===== config.mk =====
export PLATFORM = sky130hd
export DESIGN_NAME = dmem_mmio
export DESIGN_NICKNAME = d
export VERILOG_FILES = /design/src/rtl/dmem_mmio.sv
export SDC_FILE = /design/constraint.sdc
export NUM_CORES = 2
export LEC_CHECK = 0
export CORE_MARGIN = 2
export CORE_UTILIZATION = 56
export DETAILED_ROUTE_END_ITERATION = 6
export PLACE_DENSITY = 0.71
export SLEW_MARGIN = 30
export SYNTH_ARGS = -nofsm -noshare
export SYNTH_HDL_FRONTEND = slang
export SYNTH_SLANG_ARGS = --single-unit

===== constraint.sdc =====
create_clock -name clk -period 4.9 [get_ports clk]
set_input_delay 0.98 -clock clk [delete_from_list [all_inputs] [get_ports clk]]
set_output_delay 0.98 -clock clk [all_outputs]
set_load 0.03 [all_outputs]

===== src/rtl/dmem_mmio.sv =====
// Data-side memory subsystem: word RAM with byte lanes plus a small MMIO page
// holding a GPIO port and a compare timer. Loads are combinational; stores
// commit on the rising clock edge.
module dmem_mmio #(
  parameter int unsigned RAM_WORDS = 64,
  parameter int unsigned GPIO_W    = 8,
  parameter int unsigned PRESCALE  = 1
) (
  input  logic              clk,
  input  logic              reset,
  input  logic              memwrite,
  input  logic [31:0]       addr,
  input  logic [31:0]       writedata,
  input  logic              byte_enable,
  output logic [31:0]       readdata,
  input  logic [GPIO_W-1:0] gpio_in,
  output logic [GPIO_W-1:0] gpio_out,
  output logic              timer_irq
);

  localparam int unsigned AW        = (RAM_WORDS > 1) ? $clog2(RAM_WORDS) : 1;
  localparam logic [31:0] RAM_BYTES = 32'(RAM_WORDS * 4);
  localparam int unsigned PW        = (PRESCALE > 1) ? $clog2(PRESCALE) : 1;
  localparam logic [PW-1:0] PMAX    = PW'(PRESCALE - 1);

  typedef enum logic [2:0] {
    OFF_GPIO_OUT = 3'd0,
    OFF_GPIO_IN  = 3'd1,
    OFF_TCNT     = 3'd2,
    OFF_TCMP     = 3'd3,
    OFF_TCTRL    = 3'd4
  } mmio_off_e;

  // Replace only the bytes selected by mask, keep the rest of the old word.
  function automatic logic [31:0] lane_merge(input logic [31:0] old_v,
                                             input logic [31:0] new_v,
                                             input logic [31:0] mask);
    return (old_v & ~mask) | (new_v & mask);
  endfunction

  logic [31:0]   mem [RAM_WORDS];

  logic [1:0]    lane;
  logic [31:0]   wmask;
  logic [31:0]   wlanes;
  logic          ram_hit;
  logic          mmio_hit;
  logic [AW-1:0] ram_idx;
  mmio_off_e     off;

  logic [GPIO_W-1:0] gpio_meta, gpio_sync;
  logic [31:0]       tcnt, tcmp;
  logic              t_en, t_ar, t_flag;
  logic [PW-1:0]     presc;

  logic [GPIO_W-1:0] gpio_n;
  logic [31:0]       tcnt_n, tcmp_n;
  logic              t_en_n, t_ar_n, t_flag_n;
  logic [PW-1:0]     presc_n;
  logic              tick, flag_set, flag_clr;
  logic              wr_ram, wr_gpio, wr_tcnt, wr_tcmp, wr_tctrl;

  logic [31:0]   word_rd;
  logic [7:0]    byte_rd;

  assign lane     = addr[1:0];
  assign ram_hit  = (addr < RAM_BYTES);
  assign ram_idx  = addr[AW+1:2];
  assign mmio_hit = (addr[31:16] == 16'hFFFF) && (addr[15:5] == '0) && (addr[4:2] <= 3'd4);
  assign off      = mmio_off_e'(addr[4:2]);

  assign wr_ram   = memwrite && ram_hit;
  assign wr_gpio  = memwrite && mmio_hit && (off == OFF_GPIO_OUT);
  assign wr_tcnt  = memwrite && mmio_hit && (off == OFF_TCNT);
  assign wr_tcmp  = memwrite && mmio_hit && (off == OFF_TCMP);
  assign wr_tctrl = memwrite && mmio_hit && (off == OFF_TCTRL);

  assign timer_irq = t_flag;

  // Byte stores replicate the byte to every lane and enable only the addressed one.
  always_comb begin
    if (byte_enable) begin
      wmask  = 32'h0000_00FF << {lane, 3'b000};
      wlanes = {4{writedata[7:0]}};
    end else begin
      wmask  = '1;
      wlanes = writedata;
    end
  end

  // Combinational load path: select the word, then optionally sign-extend one lane.
  always_comb begin
    word_rd = '0;
    if (ram_hit) begin
      word_rd = mem[ram_idx];
    end else if (mmio_hit) begin
      case (off)
        OFF_GPIO_OUT: word_rd = 32'(gpio_out);
        OFF_GPIO_IN:  word_rd = 32'(gpio_sync);
        OFF_TCNT:     word_rd = tcnt;
        OFF_TCMP:     word_rd = tcmp;
        OFF_TCTRL:    word_rd = {29'b0, t_flag, t_ar, t_en};
        default:      word_rd = '0;
      endcase
    end
    byte_rd  = word_rd[{lane, 3'b000} +: 8];
    readdata = byte_enable ? {{24{byte_rd[7]}}, byte_rd} : word_rd;
  end

  // RAM store port; RAM is deliberately not reset and survives a reset pulse.
  always_ff @(posedge clk) begin
    if (wr_ram) mem[ram_idx] <= lane_merge(mem[ram_idx], wlanes, wmask);
  end

  // Next-state for timer and GPIO: hardware updates first, CPU writes override,
  // except the flag where a hardware set wins over a W1C clear.
  always_comb begin
    gpio_n   = gpio_out;
    tcnt_n   = tcnt;
    tcmp_n   = tcmp;
    t_en_n   = t_en;
    t_ar_n   = t_ar;
    flag_set = 1'b0;
    tick     = t_en && (presc == PMAX);

    if (t_en && !tick) presc_n = presc + PW'(1);
    else               presc_n = '0;

    if (tick) begin
      if (tcnt == tcmp) begin
        flag_set = 1'b1;
        if (t_ar) tcnt_n = '0;
        else      t_en_n = 1'b0;
      end else begin
        tcnt_n = tcnt + 32'd1;
      end
    end

    if (wr_gpio) gpio_n = GPIO_W'(lane_merge(32'(gpio_out), wlanes, wmask));
    if (wr_tcnt) tcnt_n = lane_merge(tcnt, wlanes, wmask);
    if (wr_tcmp) tcmp_n = lane_merge(tcmp, wlanes, wmask);
    if (wr_tctrl && wmask[0]) begin
      t_en_n = wlanes[0];
      t_ar_n = wlanes[1];
      if (wlanes[0] && !t_en) presc_n = '0;
    end

    flag_clr = wr_tctrl && wmask[2] && wlanes[2];
    t_flag_n = flag_set || (t_flag && !flag_clr);

    // A stopped timer always parks its prescaler at zero.
    if (!t_en_n) presc_n = '0;
  end

  // Register state with asynchronous reset, including the input synchroniser.
  always_ff @(posedge clk or posedge reset) begin
    if (reset) begin
      gpio_meta <= '0;
      gpio_sync <= '0;
      gpio_out  <= '0;
      tcnt      <= '0;
      tcmp      <= '1;
      t_en      <= 1'b0;
      t_ar      <= 1'b0;
      t_flag    <= 1'b0;
      presc     <= '0;
    end else begin
      gpio_meta <= gpio_in;
      gpio_sync <= gpio_meta;
      gpio_out  <= gpio_n;
      tcnt      <= tcnt_n;
      tcmp      <= tcmp_n;
      t_en      <= t_en_n;
      t_ar      <= t_ar_n;
      t_flag    <= t_flag_n;
      presc     <= presc_n;
    end
  end

endmodule


# Word-level counts from Yosys, hierarchy flattened
# Memories as Yosys holds them, arrays and structs flattened.
# Cells that the tools add are included.
# op_classes
n_eq_ne	7
addsub	2
muxes	22
reduce_logical	23
order_cmp	2
n_shift	2
n_bitwise	11
# ops
cell	count
32-bit two-way mux	9
32-bit case mux with 5 select lines	1
32-bit bitwise AND	4
32-bit OR	3
32-bit by 1-bit adder with 32-bit output, second input constant	1
32-bit equality test	1
32-bit by 9-bit < comparator with 1-bit output, second input constant	1
32-bit NOT	1
32-bit by 6-bit indexed part select with 8-bit output	1
8-bit by 5-bit left shift with 32-bit output, first input constant	1
16-bit equality test, second input constant	1
1-bit logical AND	15
1-bit two-way mux	12
11-bit zero test	1
8-bit bitwise AND	1
8-bit OR	1
3-bit by 2-bit equality test with 1-bit output, second input constant	2
3-bit by 1-bit equality test with 1-bit output, second input constant	1
3-bit equality test, second input constant	1
3-bit less-or-equal comparator, second input constant	1
1-bit zero test	3
3-bit zero test	1
3-bit inequality test, second input constant	1
2-bit AND reduction	1
other kinds (4)	4
# totals
mem_count	1
ram_bits	2048
regBits	92
input_bits	76
wordCells	79
output_inout_bits	41
# mem_list
name	words	width	rd	rd_ports_with_merged_regs	wr	line_no	source
mem	64	32	1	0	1	41	logic [31:0] mem [RAM_WORDS];

# Depth between registers and ports, before layout
# logic_depth
ltp_word	10
depth_mapped	15
depth_no_buf	8

# Worst setup path before layout
# Ideal clock, no wire load.
# synth_timing
path_kind	input -> register
startpoint	in addr[2]
endpoint	mem mem[0][9] (data pin)
slack_ns	-1.253
path_stages	11
t_arrival_ns	5.430
setup_ns	0.723
cell_sequence	buf_6 buf_8 buf_8 buf_6 buf_6 buf_4 mux4_2 o22ai_1 nor2_1 o211ai_1 a21boi_0
# synth_between
elab_chain_len	3
# synth_rtl
item	line_no	source
start: declaration	12	input logic [31:0] addr,
memory read 64 x 32 bit	--	
32-bit bitwise AND	38	return (old_v & ~mask) | (new_v & mask);
32-bit OR	38	
end: declaration	41	
# No other way between the ends.

# Worst setup path in the final report
# layout_timing
startpoint	in addr[4]
endpoint	out readdata[0]
# layout_between
elab_chain_len	6
# layout_rtl
item	line_no	source
parallel branches: the longest is 3 deep, another holds 32-bit by 9-bit < comparator with 1-bit output	--	
32-bit two-way mux *	94	if (ram_hit) begin
32-bit by 6-bit indexed part select with 8-bit output	106	byte_rd = word_rd[{lane, 3'b000} +: 8];
32-bit two-way mux *	107	readdata = byte_enable ? {{24{byte_rd[7]}}, byte_rd} : word_rd;
end: declaration	15	output logic [31:0] readdata,
# Every way passes the cells marked *.

==> summary.md <==
| Metric | Value |
|---|---|
| Initial core utilization | 0.564 |
| CP dominant cell by count | buf_4 |
| Final period utilization | 1.03 |
| Yosys cell types | 91 |
| Chip Height | 395 um |
| CTS clock-pin slew for the worst setup and hold paths | 0.06 ns |
| Worst reg2reg setup slack | 1.12 ns |
| Final WL | 269 mm |
| Clk buf depth | 3 |
| IR drop worst, VDD | 0.430 mV |
| Post-synth net total | 4,394 |
| EDFF count, synth | 2,048 |
| First-iteration detailed-routing DRC count | 7,931 |
| Synth Flop Type | edfxtp_1 |
| Fin util | 0.682 |
| All-layer global routing usage | 0.342 |
| I/O Pins | 117 |
| CP Cell Sequence | buf_4 > buf_12 > buf_12 > nor2b_2 > buf_4 > a22o_1 > o32ai_4 > buf_4 > o31a_1 > a2111oi_4 > a211oi_1 > a311o_1 > buf_6 |
| Fmax | 199 MHz |
| CP max stage delay | 0.42 ns |
| Worst setup SP type | primary input |
| Core ar. | 152,000 um2 |
| Final Setup Violations | 12 |
| H-Tree Depth | 4 |
| Num CTS Buffers | 205 |
| Gr ovfl total | 0 |
| Worst Skew | 0.0649 ns |
| Row count | 143 |
| Crit path buf inv count | 6 |
| Worst-margin pin slew | 0.964 ns |
| Die Area | 156,000 um2 |
| IO buf count | 116 |
| Async set-or-reset flop fraction in the synthesized netlist | 0.0430 |
| Dpl hpwl | 171 mm |
| Mapped Area | 85,700 um2 |
| Power Total | 0.0394 W |
| Family with the most delay on the worst path | compound AO/OA/AOI/OAI gates |
| Hold_buf cts | 0 |
| Final net count | 5,180 |
| Worst Path Arrival | 4.04 ns |
| Critical Path End Type | primary output |
| Drt first pass iters | 6 |
| Initial antenna violation count | 12 |
| Largest net degree at the start of global routing | 65 |
| WS Path Type | in2out |
| Leak Pwr | 34.3 nW |
| Vias | 50,100 |
| Final max-slew violation count | 0 |
| Critical path required time | 3.92 ns |
| Antenna diode count | 0 |
| Post-Syn Instances | 4,317 |
| Yosys warning count | 0 |
| Die Wd | 395 um |
| Layout Area Growth over Synthesis | 20.9% |
| Mean post-synth cell area | 19.9 um2 |
| Post-layout min period | 5.02 ns |
| Share of layout cells above drive strength 1 | 0.346 |
| PwrDens | 380 nW/um2 |
| #FFs+latches synth | 2,140 |
| Critical Path Fanout Max | 8 |
| Root Buffer | clkbuf_16 |
| Post-synthesis sequential area ratio | 0.745 |
| Status | finished, violations left |
| Number of global-route vias before repair | 48,600 |
| Slew HR | 0.355 |
| Antenna-violating nets left | 0 |
| DRC Markers | 0 |
| Max cap viols | 0 |
| Vias per inst | 6.86 |
| DR WL/cell | 36.8 um |
| Clk_lat worst skew | 0.86 ns |
| RSZ-0062 raised after global routing | yes |
| TritonCTS clock tree | done |
| Crit path max-delay cell type | a311o_1 |
| Final Hold Vio Count | 0 |
| First-pass GRT wire length | 372 mm |
| RePlAce Congestion | 1.04 |
| Min-delay worst type | reg2reg |
| Failing checks | negative setup slack |
| Sink Count | 2,140 |
| Worst setup margin | -0.124 ns |
## synthesized netlist by cell type, drive strengths merged (15+ instances only)
| library cell | n | share of area |
|---|---|---|
| o21ai | 105 | 0.0061 |
| dfstp | 32 | 0.0098 |
| a31oi | 17 | 0.0012 |
| nand4 | 34 | 0.0025 |
| nand3 | 41 | 0.0024 |
| nor2 | 164 | 0.0072 |
| nor2b | 26 | 0.0019 |
| mux2i | 243 | 0.028 |
| xnor2 | 32 | 0.0033 |
| and3 | 17 | 0.0012 |
| edfxtp | 2048 | 0.72 |
| nor3 | 24 | 0.0014 |
| a211oi | 15 | 0.0013 |
| nor4 | 33 | 0.0025 |
| a22oi | 66 | 0.0058 |
| buf | 169 | 0.014 |
| mux2 | 31 | 0.0041 |
| a22o | 30 | 0.0031 |
| clkbuf | 95 | 0.0050 |
| o22ai | 81 | 0.0059 |
| mux4 | 464 | 0.12 |
| nand2 | 160 | 0.0070 |
| o211ai | 22 | 0.0019 |
| a21oi | 96 | 0.0056 |
| dfrtp | 60 | 0.018 |
| a221oi | 20 | 0.0022 |
## per-layer routing
metal | GRT usage | vias up | wire, um
met5 | 0 | - | 73
met4 | 0.147 | 12 | 12800
met3 | 0.0826 | 673 | 37100
met2 | 0.521 | 3991 | 124000
met1 | 0.478 | 25800 | 94900
li1 | - | 19600 | -
## worst reg2reg max path, delay by kind of cell (launching register included)
family,cells,cell delay [ns]
AOI/OAI and AO/OA,3,1.04
and+or+nand+nor,3,1.63
DFF,1,0.48
xor gates and xnor gates,1,0.49
## stage by stage
step	cells	setup TNS [ns]	worst slack, ns	hold WS [ns]	instance area (um2)
CTS	7259	-0.612	-0.0883	0.350	102000
floorplan	4317	0	0.0275	0.331	85800
finish	7306	-0.607	-0.124	0.350	104000
detailed placement	6856	-15.60	-0.540	0.338	94900
global placement	6854	-9.53	-0.440	0.336	94800
global route	7306	-1.66	-0.131	0.356	104000
## kinds of logic after synthesis
group | Yosys count | synth area share
buffers and inverters | 277 | 0.0197
multiplexers | 738 | 0.155
adder cells (fa/ha/maj) | 1 | 0.000146
XOR/XNOR | 32 | 0.00327
AND/OR/NAND/NOR | 574 | 0.0330
AO/OA/AOI/OAI | 554 | 0.0442
other | 1 | 0.0000437
flip-flops | 2140 | 0.745
## cell type report
class / count / area (um2)
clock inverter: 140 / 1320
timing repair buffer: 844 / 8710
fill: 9273 / 48300
multi-input combinational: 1900 / 21900
sequential: 2140 / 63800
clock buffer: 240 / 5300
inverter: 12 / 55.1
tap: 2030 / 2540
## final timing paths
kind	to	startpoint	cells past startpoint
max	readdata[0]	addr[4]	13
max reg2reg	flop	flop	7
min	gpio_sync[1]	gpio_meta[1]	0
min reg2reg	gpio_sync[1]	gpio_meta[1]	0
min in group asynchronous	asynchronous set/reset pin	reset	2
max in group asynchronous	asynchronous set/reset pin	reset	3
## cells in the final DEF, fill, tap and decap left out, types with 68 or more instances in the layout
master / synthesis / final
nor2_4: 0 / 68
nand2_1: 160 / 157
buf_12: 2 / 110
clkdlybuf4s50_1: 0 / 77
clkbuf_16: 0 / 214
a21oi_1: 96 / 71
mux4_2: 449 / 449
buf_4: 28 / 564
nor2_1: 164 / 85
edfxtp_1: 2048 / 2048
mux2i_1: 243 / 224
o21ai_0: 104 / 89
## flip-flops by register name, summed over array words and instances, names as in the netlist, named ones only
register,count
presc,1
t_ar,1
timer_irq,1
t_en,1
gpio_meta,8
mem,2048
gpio_sync,8
## report_power, final
part	switching [W]	internal [W]	leakage [nW]
combinational	0.00204	0.00123	11.6
sequential	0.0000482	0.0204	19.5
clock	0.00689	0.00876	3.22
## timing repair
item                       in CTS  in global routing
cloned                          7                  7
setup buffers                  16                 44
pin swaps                      20                 27
resized for setup             119                177
setup endpoints to repair      32                 32
(Power assumes the default switching activity.)
